--- src/rtl/udma_hyper_pkg.sv ---
// Shared types for the hyperbus transaction scheduler: descriptor layout and FSM states.
package udma_hyper_pkg;

    localparam int unsigned L2_AWIDTH_NOAL = 19;
    localparam int unsigned TRANS_SIZE     = 20;

    typedef struct packed {
        logic                      rw;
        logic                      addr_space;
        logic                      burst_type;
        logic [31:0]               hyper_addr;
        logic [L2_AWIDTH_NOAL-1:0] l2_start_addr;
        logic [TRANS_SIZE-1:0]     size;
        logic                      twd_ext_act;
        logic                      twd_l2_act;
        logic [TRANS_SIZE-1:0]     twd_count;
        logic [TRANS_SIZE-1:0]     twd_stride;
    } hyper_trans_desc_t;

    localparam int unsigned HYPER_DESC_W = $bits(hyper_trans_desc_t);

    typedef enum logic [1:0] {
        IDLE,
        ISSUE,
        WAIT_DONE
    } sched_state_e;

endpackage

--- src/rtl/udma_hyper_desc_fifo.sv ---
// In-order descriptor queue: circular storage, separate occupancy count, overflow pulse.
module udma_hyper_desc_fifo
    import udma_hyper_pkg::*;
#(
    parameter int unsigned DEPTH = 8,
    localparam int unsigned PW = $clog2(DEPTH),
    localparam int unsigned CW = $clog2(DEPTH) + 1
) (
    input  logic                    clk_i,
    input  logic                    rst_ni,
    input  logic                    clr_i,
    input  logic                    push_i,
    input  logic [HYPER_DESC_W-1:0] data_i,
    input  logic                    pop_i,
    output logic [HYPER_DESC_W-1:0] data_o,
    output logic [CW-1:0]           count_o,
    output logic                    ready_o,
    output logic                    ovf_o
);

    logic [HYPER_DESC_W-1:0] mem_q [DEPTH];
    logic [PW-1:0]           rd_ptr_q;
    logic [PW-1:0]           wr_ptr_q;
    logic [CW-1:0]           count_q;
    logic                    full;
    logic                    push_acc;
    logic                    pop_acc;

    // A flush discards any push arriving in the same cycle.
    assign full     = (count_q == CW'(DEPTH));
    assign push_acc = push_i & ~full & ~clr_i;
    assign pop_acc  = pop_i & (count_q != '0);

    always_ff @(posedge clk_i) begin
        if (!rst_ni) begin
            rd_ptr_q <= '0;
            wr_ptr_q <= '0;
            count_q  <= '0;
        end else begin
            if (push_acc) begin
                wr_ptr_q <= wr_ptr_q + PW'(1);
            end
            if (clr_i) begin
                rd_ptr_q <= wr_ptr_q;
                count_q  <= '0;
            end else begin
                if (pop_acc) begin
                    rd_ptr_q <= rd_ptr_q + PW'(1);
                end
                count_q <= count_q + CW'(push_acc) - CW'(pop_acc);
            end
        end
    end

    always_ff @(posedge clk_i) begin
        if (push_acc) begin
            mem_q[wr_ptr_q] <= data_i;
        end
    end

    assign data_o  = mem_q[rd_ptr_q];
    assign count_o = count_q;
    assign ready_o = ~full;
    assign ovf_o   = push_i & full;

endmodule

--- src/rtl/udma_hyper_trans_sched.sv ---
// Issues queued hyperbus descriptors one at a time, waiting for completion between them.
// Optional watchdog on the in-flight transaction: define UDMA_HYPER_SCHED_TIMEOUT_EN.
module udma_hyper_trans_sched
    import udma_hyper_pkg::*;
#(
    parameter int unsigned DEPTH       = 8,
    parameter int unsigned TIMEOUT_CYC = 65535
) (
    input  logic                    clk_i,
    input  logic                    rst_ni,
    input  logic                    clr_i,
    input  logic                    trans_valid_i,
    input  logic [HYPER_DESC_W-1:0] trans_desc_i,
    output logic                    trans_ready_o,
    output logic [$clog2(DEPTH):0]  nb_trans_waiting_o,
    output logic                    busy_o,
    output logic                    ovf_o,
    output logic                    phy_valid_o,
    output logic [HYPER_DESC_W-1:0] phy_desc_o,
    input  logic                    phy_ready_i,
    input  logic                    phy_done_i,
    output logic                    err_timeout_o
);

    sched_state_e state_q;
    sched_state_e state_d;
    logic         pop;
    logic         timeout;

    udma_hyper_desc_fifo #(
        .DEPTH (DEPTH)
    ) i_desc_fifo (
        .clk_i   (clk_i),
        .rst_ni  (rst_ni),
        .clr_i   (clr_i),
        .push_i  (trans_valid_i),
        .data_i  (trans_desc_i),
        .pop_i   (pop),
        .data_o  (phy_desc_o),
        .count_o (nb_trans_waiting_o),
        .ready_o (trans_ready_o),
        .ovf_o   (ovf_o)
    );

`ifdef UDMA_HYPER_SCHED_TIMEOUT_EN
    localparam int unsigned TW = $clog2(TIMEOUT_CYC + 1);

    logic [TW-1:0] wd_cnt_q;

    // Counts cycles spent in WAIT_DONE; zero on the first cycle of every wait.
    always_ff @(posedge clk_i) begin
        if (!rst_ni) begin
            wd_cnt_q <= '0;
        end else if (state_q != WAIT_DONE) begin
            wd_cnt_q <= '0;
        end else begin
            wd_cnt_q <= wd_cnt_q + TW'(1);
        end
    end

    assign timeout = (state_q == WAIT_DONE) && (wd_cnt_q == TW'(TIMEOUT_CYC)) && !phy_done_i;
`else
    assign timeout = 1'b0;
`endif

    assign err_timeout_o = timeout;

    always_ff @(posedge clk_i) begin
        if (!rst_ni) begin
            state_q <= IDLE;
        end else begin
            state_q <= state_d;
        end
    end

    // A flush only cancels an offer the controller has not yet taken.
    always_comb begin
        state_d     = state_q;
        phy_valid_o = 1'b0;
        pop         = 1'b0;
        case (state_q)
            IDLE: begin
                if ((nb_trans_waiting_o != '0) && !clr_i) begin
                    state_d = ISSUE;
                end
            end
            ISSUE: begin
                phy_valid_o = 1'b1;
                if (phy_ready_i) begin
                    pop     = 1'b1;
                    state_d = WAIT_DONE;
                end else if (clr_i) begin
                    state_d = IDLE;
                end
            end
            WAIT_DONE: begin
                if (phy_done_i || timeout) begin
                    state_d = IDLE;
                end
            end
            default: state_d = IDLE;
        endcase
    end

    assign busy_o = (state_q != IDLE);

endmodule

--- config.mk ---
export PLATFORM = sky130hd
export DESIGN_NAME = udma_hyper_trans_sched
export DESIGN_NICKNAME = d
export VERILOG_FILES = /design/src/rtl/udma_hyper_pkg.sv /design/src/rtl/udma_hyper_desc_fifo.sv /design/src/rtl/udma_hyper_trans_sched.sv
export SDC_FILE = /design/constraint.sdc
export NUM_CORES = 1
export LEC_CHECK = 0
export BUFFER_PORTS_ARGS = -buffer_cell sky130_fd_sc_hd__buf_2
export CORE_ASPECT_RATIO = 0.75
export CORE_MARGIN = 2
export CORE_UTILIZATION = 50
export CTS_BUF_LIST = sky130_fd_sc_hd__clkbuf_8 sky130_fd_sc_hd__clkbuf_16
export CTS_CLUSTER_DIAMETER = 30
export CTS_CLUSTER_SIZE = 20
export DETAILED_ROUTE_END_ITERATION = 16
export GPL_TIMING_DRIVEN = 0
export PLACE_DENSITY = 0.71
export SYNTH_ARGS = -nofsm -noshare
export SYNTH_HDL_FRONTEND = slang
export SYNTH_HIERARCHICAL = 1
export SYNTH_SLANG_ARGS = --single-unit
--- constraint.sdc ---
create_clock -name clk_i -period 10.6 [get_ports clk_i]
set_clock_uncertainty 0.05 [all_clocks]
set_input_delay 2.12 -clock clk_i [delete_from_list [all_inputs] [get_ports clk_i]]
set_output_delay 2.12 -clock clk_i [all_outputs]
set_load 0.01 [all_outputs]
* Word level (Yosys, flattened, before mapping)
Memories as Yosys holds them, arrays and structs flattened. A register that Yosys moved wholly into a read port is not among the register bits.
Index checks and enable logic that the tools add are counted.
** Cells by class
- Add/subtract/negate cells :: 4
- Equality and inequality tests :: 6
- Muxes and demuxes :: 14
- Bitwise operators :: 7
- Reductions and logical operators :: 8
** Operators with widths (count)
- $mux W3 :: 4
- $mux W2 :: 4
- $add A3 B1 Y3 const B :: 2
- $pmux W2 S3 :: 1
- $mux W1 :: 5
- $add A4 B1 Y4 :: 1
- $and A1 B1 Y1 :: 4
- $eq A4 B4 Y1 const B :: 1
- $ne A2 B2 Y1 const B :: 2
- $reduce_bool A2 Y1 :: 2
- $reduce_bool A4 Y1 :: 1
- $sub A4 B1 Y4 :: 1
- $ne A3 B3 Y1 const B :: 1
- $not A1 Y1 :: 3
- $reduce_and A3 Y1 :: 1
- $eq A2 B1 Y1 const B :: 1
- $eq A2 B2 Y1 const B :: 1
- $logic_not A2 Y1 :: 1
- $reduce_or A2 Y1 :: 1
- $logic_and A1 B1 Y1 :: 1
- $logic_not A1 Y1 :: 1
** Storage, ports and cells
- Register bits after elaboration :: 12
- Bits in writable memories :: 928
- Output and inout bits :: 125
- Memories kept :: 1
** Memory list
- i_desc_fifo.mem_q :: words 8, bits a word 116, rd ports 1, clocked after Yosys merged registers in 1, write ports 1, RTL line udma_hyper_desc_fifo.sv:21 : logic [HYPER_DESC_W-1:0] mem_q [DEPTH];

* Depth between registers and ports, before layout
Gate-level depths: netlist of the first run.
- Word-level depth :: 7
- Mapped depth :: 12

* Hierarchy
Netlist of the first run, hierarchy kept.
** By module, submodules not included
- udma_hyper_desc_fifo :: times used 1, cells an instance 1427, area each 35629.2 um2, seq. area each 28127.0 um2
- udma_hyper_trans_sched :: times used 1, cells an instance 13, area each 130.1 um2, seq. area each 40.0 um2

* Least setup slack after synthesis of the first run
No wires, ideal clock.
- Path kind :: input port to flip-flop
- Start :: in clr_i
- End :: mem i_desc_fifo/mem_q[0][0] (netlist bit) (enable)
- Library setup time :: 733 ps
- Data arrival time :: 10481 ps
- Slack :: -664 ps
- Stages on the path :: 3
- Buffers on the path :: 0
- Cell sequence :: nand2b_1 > or3_1 > nor3_1
** On the way
- Cells in the longest elaborated chain, start to end :: 4
** Ends and longest elaborated chain
- start: declaration :: RTL line udma_hyper_trans_sched.sv:11 : input logic clr_i,
- $not A1 Y1 :: RTL line udma_hyper_desc_fifo.sv:31 : assign push_acc = push_i & ~full & ~clr_i;
- $and A1 B1 Y1 :: RTL line udma_hyper_desc_fifo.sv:31
- $mux W1 :: RTL line udma_hyper_desc_fifo.sv:56 : if (push_acc) begin
- $mux W1 (not written as such) :: RTL line udma_hyper_desc_fifo.sv:57 : mem_q[wr_ptr_q] <= data_i;
- end: declaration :: RTL line udma_hyper_desc_fifo.sv:21
No other way between the ends.

==> results.py, run 1 <==
metrics = {
    "sta": {
        "period_needed_ns": 5.59,
        "rsz0062_at_grt": "false",
        "tightest_slew_ns": 1.13,
        "layout_setup_ws_ns": 5.01,
        "hold_violations": 0,
        "setup_violations": 0,
        "slew_headroom": 0.244,
        "slew_viol_final": 0,
        "fin_crit_sh": 0.527,
        "fmax_ghz": 0.179,
    },
    "place": {
        "hpwlAfterDp_microns": 45400,
        "dp_slack_ns": 5.55,
        "placed_area_sq_um": 39300,
        "place_congestion": 0.745,
        "io_buffers": 245,
    },
    "route": {
        "via_per_inst": 5.62,
        "num_vias": 16500,
        "initialDrtViolationCount": 1384,
        "drcViolationCount": 0,
        "ant_nets": 0,
        "wl_per_cell_microns": 25.4,
        "firstDrtPassIters": 5,
        "drt_wl_total_microns": 74700,
    },
    "pwr": {
        "power_density_nw_per_um2": 209,
        "ir_drop_mv": 0.134,
        "leakagePower_uw": 0.0145,
    },
    "synth": {
        "synth_nets": 1571,
        "netlist_instances": 1440,
        "synth_common_cells": "edfxtp_1, mux4_2, mux2_2, mux4_1, buf_6",
        "synthTopCellsByArea": "edfxtp_1, mux4_2, mux2_2",
        "yosysMostFrequentCell": "edfxtp_1",
        "ys_seq_elements": 943,
        "yosys.area.top_type": "edfxtp_1",
        "async_flop_share": 0,
        "synth_area_sq_um": 35800,
        "synth_edf_count": 928,
        "synthFlopType": "edfxtp_1",
        "ys_seq_area_frac": 0.788,
        "synth_warnings": 6,
        "synth_top_area_share": 0.779,
        "synthDistinctLibCells": 41,
        "synth_area_per_cell_sq_um": 24.8,
    },
    "clock_network": {
        "cts_hold_buf": 0,
        "cts_buffers": 139,
        "cts-root-buf": "clkbuf_16",
        "clkLatencyLatePin_ns": 0.69,
        "cts_max_path_buffers": 3,
        "post-cts-setup-buffer-count": 0,
        "clk_pin_slew_worst_paths_ns": 0.06,
        "cts_tree": "built",
        "cts-resized-gates": 0,
        "cts_htree_levels": 4,
        "clock_sinks": 943,
    },
    "setup_path": {
        "worst_ep_required_time_ns": 8.43,
        "cp-end-kind": "output port",
        "worstPathArrival_ns": 3.42,
        "cp.depth": 6,
        "slowest_stage": "clkbuf_1",
        "cpPeakStageDelay_ns": 0.87,
        "startpoint_type": "flip-flop",
        "reg2regPathDepth": 11,
        "cp_max_fo": 10,
        "critical_path_class": "reg -> out",
        "cp_top_family": "buffers and inverters",
        "cp_common_cell": "buf_2",
        "crit_chain": "buf_2, clkbuf_1, buf_2, mux4_2, mux2_2, buf_2",
        "crit_buf_inv": 4,
    },
    "floorplan": {
        "core_area_sq_um": 70400,
        "ios": 247,
        "rows": 84,
        "start_util": 0.508,
        "dieArea_sq_um": 73700,
        "fp.dieH_microns": 236,
        "die_w_microns": 313,
    },
    "global_routing": {
        "grt_use_total": 0.206,
        "grt.overflow.total": 0,
        "grt_max_degree": 27,
        "antenna_found_initial": 15,
        "grt_pass1_vias": 17600,
        "grt_pass1_wl_microns": 111000,
    },
    "hold_path": {
        "min_path_type": "reg -> reg",
        "whs_path_depth": 2,
    },
    "finish": {
        "synthToLayoutAreaGrowth_pct": 23.4,
        "fin_nets": 2005,
        "layout-drive-gt1-share": 0.453,
        "final_cell_area_sq_um": 44100,
        "post-route-util": 0.627,
    },
    "status": {
        "status": "finished clean",
    },
    "run": {
        "drv_cap": 0,
    },
}
-- area by class of cell --
cell class	count	area [sq um]
antenna	7	17.5
buffer	67	443
clock buffer	145	3620
clock inverter	111	1230
fill	4762	26300
inverter	8	30.0
multi-input combinational	422	7190
sequential	943	28200
tap	946	1180
timing repair buffer	293	2260
-- per-layer routing --
layer  wire length [microns]  up-vias  track usage
li1                        -     7130            -
met1                   30900     8784        0.277
met2                   36700      475        0.326
met4                    1380       24       0.0650
met5                     150        -            0
met3                    5560      128       0.0619
-- logic make-up (layout without fill, tap and decap cells) --
kind of cell	Yosys count	after routing	share of synthesized area
AO/OA/AOI/OAI	15	15	0.00294
XOR/XNOR	1	1	0.000245
adder cells (fa/ha/maj)	9	9	0.00336
buffers and inverters	75	624	0.0132
flip-flops	943	943	0.788
multiplexers	350	350	0.185
other	1	8	0.000105
AND/OR/NAND/NOR	46	46	0.00714
-- state kept, by name (all words and copies together), names as in the netlist, named ones only --
name / cells
i_desc_fifo/wr_ptr_q: 3
i_desc_fifo/count_o: 4
i_desc_fifo/mem_q: 928
state_q: 2
i_desc_fifo/rd_ptr_q: 3
-- worst min-delay path, stage by stage, from the launching register on --
cell and delay (ns):
dfxtp_1 0.32, o21ai_0 0.07, a31oi_1 0.10
-- layout by cell type (no fill, tap or decap), types with 15 or more instances in the layout --
cell type,n
mux4_1,20
mux2_2,116
mux4_2,212
buf_12,28
inv_1,19
clkbuf_1,15
buf_6,19
clkinv_1,16
clkinv_2,19
clkbuf_16,144
clkinvlp_4,16
dfxtp_1,15
edfxtp_1,928
bufinv_16,21
buf_2,263
-- through the flow --
stage / setup TNS (ns) / power (uW) / instances / hold slack [ns]
6_report: 0 / 9210 / 2942 / 0.494
3_5_place_dp: 0 / 4640 / 2679 / 0.478
4_1_cts: 0 / 9300 / 2935 / 0.495
2_1_floorplan: 0 / 4450 / 1440 / 0.427
3_3_place_gp: -2381.96 / 4620 / 2631 / 0.463
5_1_grt: 0 / 9480 / 2937 / 0.544
-- where the power goes --
group	internal, uW	switching (uW)
Clock	3010	1640
Sequential	4140	9.19
Combinational	188	222
Total	7330	1870
-- worst paths after layout --
check | startpoint | endpoint | slack, ns
max | flip-flop | phy_desc_o[48] | 5.01
min | i_desc_fifo/rd_ptr_q[2]$_SDFFE_PN0N_ | i_desc_fifo/rd_ptr_q[2]$_SDFFE_PN0N_ | 0.49
max reg2reg | i_desc_fifo/count_o[2]$_SDFF_PP0_ | i_desc_fifo/mem_q[1][87]$_DFFE_PP_ | 7.23
min reg2reg | i_desc_fifo/rd_ptr_q[2]$_SDFFE_PN0N_ | i_desc_fifo/rd_ptr_q[2]$_SDFFE_PN0N_ | 0.49
(Power assumes the default switching activity.)
==> inputs of run 2 (changes only) <==
- PLACE_DENSITY: 0.71 -> 0.68
- clock period: 10.6 -> 5.17 ns (I/O delays scaled with it)
==> run 2 against run 1 <==
  * Core utilization decreased by 0.10 points
  * Register-to-register slack worse by 5.5 ns
  * First-iteration DRC count increased by 4.2%
  * Largest cell class unchanged
==> results.py, run 2 (synthesis results as in run 1) <==
metrics = {
    "status": {
        "status": "finished clean",
    },
    "run": {
        "drv_cap": 0,
    },
    "global_routing": {
        "grt.overflow.total": 0,
        "antenna_found_initial": 14,
        "grt_max_degree": 26,
        "grt_pass1_wl_microns": 112000,
        "grt_use_total": 0.208,
        "grt_pass1_vias": 17700,
    },
    "route": {
        "drt_wl_total_microns": 75100,
        "num_vias": 16500,
        "wl_per_cell_microns": 25.5,
        "ant_nets": 0,
        "firstDrtPassIters": 5,
        "via_per_inst": 5.61,
        "initialDrtViolationCount": 1442,
        "drcViolationCount": 0,
    },
    "finish": {
        "largest_reg_flops": 928,
        "layout_commonest_cell": "edfxtp_1",
        "synthToLayoutAreaGrowth_pct": 23.2,
        "layout_common_cells": "edfxtp_1, buf_2, mux4_2, clkbuf_16, mux2_2",
        "seqCellArea_sq_um": 28200,
        "multi_input_area_sq_um": 7190,
        "fillers": 4748,
        "layout-drive-gt1-share": 0.447,
        "top_register": "i_desc_fifo/mem_q",
        "post-route-util": 0.626,
        "fin_nets": 2009,
        "final_cell_area_sq_um": 44100,
    },
    "floorplan": {
        "dieArea_sq_um": 73700,
        "rows": 84,
        "core_area_sq_um": 70400,
        "start_util": 0.508,
        "ios": 247,
        "fp.dieH_microns": 236,
        "die_w_microns": 313,
    },
    "setup_path": {
        "slowest_stage": "clkbuf_1",
        "cp-endpoint": "phy_desc_o[81]",
        "worst_ep_required_time_ns": 4.09,
        "cp_common_cell": "buf_2",
        "cp_max_fo": 10,
        "ff2ff_setup_slack_ns": 1.75,
        "reg2reg_from": "i_desc_fifo/count_o[2]$_SDFF_PP0_",
        "reg2regPathDepth": 9,
        "startpoint_type": "flip-flop",
        "cpPeakStageDelay_ns": 0.84,
        "crit_chain": "buf_2, clkbuf_1, buf_2, mux4_1, mux2_2, buf_2",
        "critical_path_class": "reg -> out",
        "worstPathArrival_ns": 3.39,
        "cp-end-kind": "output port",
        "r2r-end": "i_desc_fifo/mem_q[6][73]$_DFFE_PP_",
    },
    "pwr": {
        "leakagePower_uw": 0.0145,
        "power_density_nw_per_um2": 424,
        "ir_drop_mv": 0.303,
        "power_uw": 18700,
    },
    "clock_network": {
        "clkLatencyLatePin_ns": 0.71,
        "post-cts-setup-buffer-count": 0,
        "clock_sinks": 943,
        "cts-root-buf": "clkbuf_16",
        "cts_buffers": 143,
        "cts_hold_buf": 0,
        "clk_pin_slew_worst_paths_ns": 0.05,
        "cts_max_path_buffers": 3,
        "cts-resized-gates": 0,
        "cts_htree_levels": 4,
        "cts_tree": "built",
    },
    "sta": {
        "fin_crit_sh": 0.866,
        "rsz0062_at_grt": "false",
        "tightest_slew_ns": 1.10,
        "slew_viol_final": 0,
        "fmax_ghz": 0.223,
        "period_needed_ns": 4.48,
        "layout_setup_ws_ns": 0.694,
        "hold_violations": 0,
        "slew_headroom": 0.266,
        "setup_violations": 0,
    },
    "place": {
        "hpwlAfterDp_microns": 46200,
        "dp_slack_ns": 1.10,
        "placed_area_sq_um": 39300,
        "io_buffers": 245,
        "place_congestion": 0.735,
    },
    "hold_path": {
        "min_path_type": "reg -> reg",
    },
}
## run 2: power breakdown
part | switching, uW | internal, uW | leakage [uW]
Combinational | 457 | 388 | 0.00360
Clock | 3330 | 5990 | 0.00237
Sequential | 18.9 | 8490 | 0.00850
## run 2: worst min path at each step
| stage | cells past startpoint | startpoint | end | slack (ns) |
|---|---|---|---|---|
| after floorplan | 2 | i_desc_fifo/rd_ptr_q[2]$_SDFFE_PN0N_ | flip-flop | 0.43 |
| after global placement | 2 | i_desc_fifo/rd_ptr_q[2]$_SDFFE_PN0N_ | i_desc_fifo/rd_ptr_q[2]$_SDFFE_PN0N_ | 0.46 |
| after detailed placement | 2 | i_desc_fifo/rd_ptr_q[2]$_SDFFE_PN0N_ | flip-flop | 0.46 |
| after CTS | 2 | phy_ready_i | state_q[0]$_SDFFE_PN0P_ | 0.42 |
| after global routing | 2 | phy_ready_i | state_q[0]$_SDFFE_PN0P_ | 0.44 |
| final | 2 | i_desc_fifo/rd_ptr_q[2]$_SDFFE_PN0N_ | i_desc_fifo/rd_ptr_q[2]$_SDFFE_PN0N_ | 0.47 |
## run 2: critical path, delay by kind of cell, from the launching register on
kind | cells | cell delay (ns)
buf+inv | 4 | 1.67
flops | 1 | 0.30
mux | 2 | 0.70
## run 2: layout make-up
cell class                 count  share of cell area
multi-input combinational    422               0.163
sequential                   943               0.639
clock buffer                 151              0.0850
clock inverter               110              0.0227
timing repair buffer         293              0.0522
antenna                        4            0.000227
inverter                       8            0.000681
buffer                        67              0.0101
tap                          946              0.0269
## run 2: through the flow
stage / setup TNS, ns / instances / hold slack, ns
floorplan: -820.38 / 1440 / 0.427
global placement: -4745.39 / 2631 / 0.460
detailed placement: 0 / 2679 / 0.465
CTS: 0 / 2940 / 0.425
global route: 0 / 2940 / 0.439
finish: 0 / 2944 / 0.471
## run 2: routing by layer
layer  routed length [microns]  vias up  part of all wire  global-route usage
li1                          -     7135                 -                   -
met1                     31100     8756              0.41               0.280
met2                     37000      498              0.49               0.332
met3                      5460      115             0.073              0.0597
met4                      1330       16             0.018              0.0670
met5                       110        -            0.0015                   0
==> inputs of run 3 (changes only) <==
- RECOVER_POWER: default -> 100
- SYNTH_HIERARCHICAL: 1 -> default
- clock period: 5.17 -> 5.1 ns (I/O delays scaled with it)
==> run 3 against run 2 <==
  * Clock power grew 13%
  * Largest cell class unchanged
  * Sequential power grew 1%
  * The run now ends with max-capacitance violations, max-slew violations left
  * Area after synthesis is essentially flat
  * Synthesized cell count is the same
  * Highest routed layer unchanged
  * Global-route usage is essentially flat
  * Design area is essentially flat
  * Sequential share of layout area is essentially flat
  * Non-clock buffer count grew 15
  * Critical endpoint is now phy_desc_o[94]
  * Critical path depth is the same
  * Clock-buffer cell count grew 3
==> results.py, run 3 <==
metrics = {
    "status": {
        "status": "finished with violations",
        "violations": "max-capacitance violations, max-slew violations",
    },
    "setup_path": {
        "r2r-end": "i_desc_fifo.mem_q[7][85]$_DFFE_PP_",
        "critical_path_class": "reg -> out",
        "cp_max_fo": 11,
        "worstPathArrival_ns": 3.62,
        "startpoint_type": "flip-flop",
        "reg2reg_from": "i_desc_fifo.count_o[2]$_SDFF_PP0_",
        "reg2regPathDepth": 9,
        "worst_ep_required_time_ns": 4.03,
        "cp-endpoint": "phy_desc_o[94]",
        "slowest_stage": "clkbuf_1",
        "cpPeakStageDelay_ns": 0.84,
        "cp-end-kind": "output port",
        "ff2ff_setup_slack_ns": 0.53,
        "crit_chain": "buf_2, clkbuf_1, clkbuf_1, mux4_2, mux2_1, buf_2",
    },
    "clock_network": {
        "cts_max_path_buffers": 3,
        "cts-root-buf": "clkbuf_16",
        "cts_buffers": 148,
        "clkLatencyLatePin_ns": 0.71,
        "clock_sinks": 943,
        "cts_hold_buf": 0,
        "cts_tree": "built",
        "cts_htree_levels": 4,
        "cts-resized-gates": 0,
        "clk_pin_slew_worst_paths_ns": 0.05,
        "post-cts-setup-buffer-count": 0,
    },
    "route": {
        "met2_wirelength_microns": 37100,
        "drcViolationCount": 0,
        "top_layer": "met5",
        "met1_length_microns": 31000,
        "initialDrtViolationCount": 1442,
        "via_per_inst": 5.60,
        "drt_wl_total_microns": 75500,
        "met3_length_microns": 5460,
        "ant_nets": 0,
        "firstDrtPassIters": 5,
        "wl_per_cell_microns": 25.4,
        "num_vias": 16600,
    },
    "pwr": {
        "power_density_nw_per_um2": 455,
        "intPower_uw": 15900,
        "power_uw": 20000,
        "leakagePower_uw": 0.0141,
        "power_frac_comb": 0.046,
        "switching_share": 0.205,
        "p_sw_uw": 4110,
        "ir_drop_mv": 0.326,
        "pwr-share-seq": 0.431,
        "p_clk_frac": 0.523,
    },
    "place": {
        "io_buffers": 245,
        "hpwlAfterDp_microns": 47200,
        "place_congestion": 0.742,
        "placed_cells": 2695,
    },
    "sta": {
        "slew_viol_final": 96,
        "fin_tns_setup_ns": 0,
        "tightest_slew_ns": 2.03,
        "fin_crit_sh": 0.919,
        "rsz0062_at_grt": "false",
        "slew_headroom": -0.356,
        "holdWs_ns": 0.474,
        "hold_violations": 0,
        "fmax_ghz": 0.213,
        "period_needed_ns": 4.69,
        "setup_violations": 0,
    },
    "finish": {
        "fillers": 4760,
        "layout-drive-gt1-share": 0.340,
        "synthToLayoutAreaGrowth_pct": 23.4,
        "multi_input_area_sq_um": 7090,
        "layout_commonest_cell": "edfxtp_1",
        "layout_common_cells": "edfxtp_1, clkbuf_1, mux4_2, clkbuf_16, mux2_2",
        "largest_reg_flops": 928,
        "final_cells": 2973,
        "fin_nets": 2030,
        "seqCellArea_sq_um": 28200,
        "top_register": "i_desc_fifo.mem_q",
    },
    "synth": {
        "ys_seq_elements": 943,
        "synth_area_per_cell_sq_um": 24.8,
        "synth_common_cells": "edfxtp_1, mux4_2, mux2_2, mux4_1, buf_6",
        "yosys.area.top_type": "edfxtp_1",
        "synth_warnings": 0,
        "synthDistinctLibCells": 38,
        "synthTopCellsByArea": "edfxtp_1, mux4_2, mux2_2",
        "synth_top_area_share": 0.780,
        "yosysMostFrequentCell": "edfxtp_1",
        "ys_seq_area_frac": 0.788,
        "synthFlopType": "edfxtp_1",
        "async_flop_share": 0,
        "netlist_instances": 1440,
        "synth_area_sq_um": 35700,
        "synth_nets": 1571,
        "synth_edf_count": 928,
    },
    "hold_path": {
        "min_path_type": "reg -> reg",
    },
    "floorplan": {
        "dieArea_sq_um": 73600,
        "rows": 84,
        "ios": 247,
        "die_w_microns": 313,
        "start_util": 0.507,
        "core_area_sq_um": 70400,
        "fp.dieH_microns": 236,
    },
    "global_routing": {
        "antenna_found_initial": 9,
        "grt_use_total": 0.209,
        "grt.overflow.total": 0,
        "grt_max_degree": 25,
        "grt_pass1_wl_microns": 112000,
        "grt_pass1_vias": 17800,
    },
    "run": {
        "drv_cap": 5,
    },
}
run 3: cell types whose count changed after synthesis, moves of 2 or more:
cell	before	now
o21ai_0	5	7
a31oi_1	1	3
nor2_1	10	7
inv_1	8	12
a21oi_1	1	5
a211oi_1	2	0
a21boi_0	2	0
nand3_1	5	3
nor3_1	2	4
run 3: final cells by class:
class / count / share of cell area
clock inverters: 119 / 0.0336
clock buffers: 154 / 0.0874
multi-input cells: 419 / 0.161
diodes: 5 / 0.000284
well taps: 946 / 0.0268
flip-flops and latches: 943 / 0.639
inverters: 12 / 0.00102
repair buffers: 309 / 0.0413
plain buffers: 66 / 0.00973
run 3: metal layers:
metal,global-route usage,vias up
met5,0,-
met4,0.0735,12
met3,0.0575,134
met2,0.334,499
met1,0.278,8800
li1,-,7192
run 3: worst max-delay path: cells and delay by family (launching register included):
kind	cells	cell delay [ns]
flops	1	0.31
mux	2	0.73
buf+inv	4	1.85
run 3: worst min-delay path by stage:
stage / from / to / slack, ns / depth (start not counted)
finish: state_q[1]$_SDFFE_PN0P_ / state_q[0]$_SDFFE_PN0P_ / 0.47 / 1
global route: phy_ready_i / state_q[0]$_SDFFE_PN0P_ / 0.48 / 2
CTS: phy_ready_i / state_q[0]$_SDFFE_PN0P_ / 0.45 / 2
detailed placement: i_desc_fifo.rd_ptr_q[1]$_SDFFE_PN0N_ / i_desc_fifo.rd_ptr_q[1]$_SDFFE_PN0N_ / 0.45 / 2
global placement: state_q[1]$_SDFFE_PN0P_ / state_q[0]$_SDFFE_PN0P_ / 0.43 / 1
floorplan: state_q[1]$_SDFFE_PN0P_ / state_q[0]$_SDFFE_PN0P_ / 0.41 / 1
run 3: cells by family after synthesis:
kind of cell               after synthesis  synth area share
AOI/OAI and AO/OA                       18           0.00291
xor gates and xnor gates                 1          0.000245
adders and majority gates                9           0.00336
buffers and inverters                   78            0.0135
DFF                                    943             0.788
muxes                                  350             0.185
other                                    1          0.000105
and+or+nand+nor                         40           0.00623
run 3: through the flow:
step	instance area [sq um]	utilization	worst slack, ns
3_3_place_gp	38200	0.542	-6.79
3_5_place_dp	39600	0.562	1.31
6_report	44100	0.626	0.411
2_1_floorplan	35800	-	-1.75
5_1_grt	44100	0.626	0.235
4_1_cts	44900	0.638	0.543
run 3: power groups by stage:
| stage | Clock (uW) | Combinational (uW) | Sequential, uW |
|---|---|---|---|
| after floorplan | 0 | 554 | 8780 |
| after global placement | 0 | 931 | 8790 |
| after detailed placement | 0 | 990 | 8780 |
| after CTS | 10700 | 998 | 8630 |
| after global routing | 11000 | 1000 | 8630 |
| final | 10500 | 930 | 8630 |
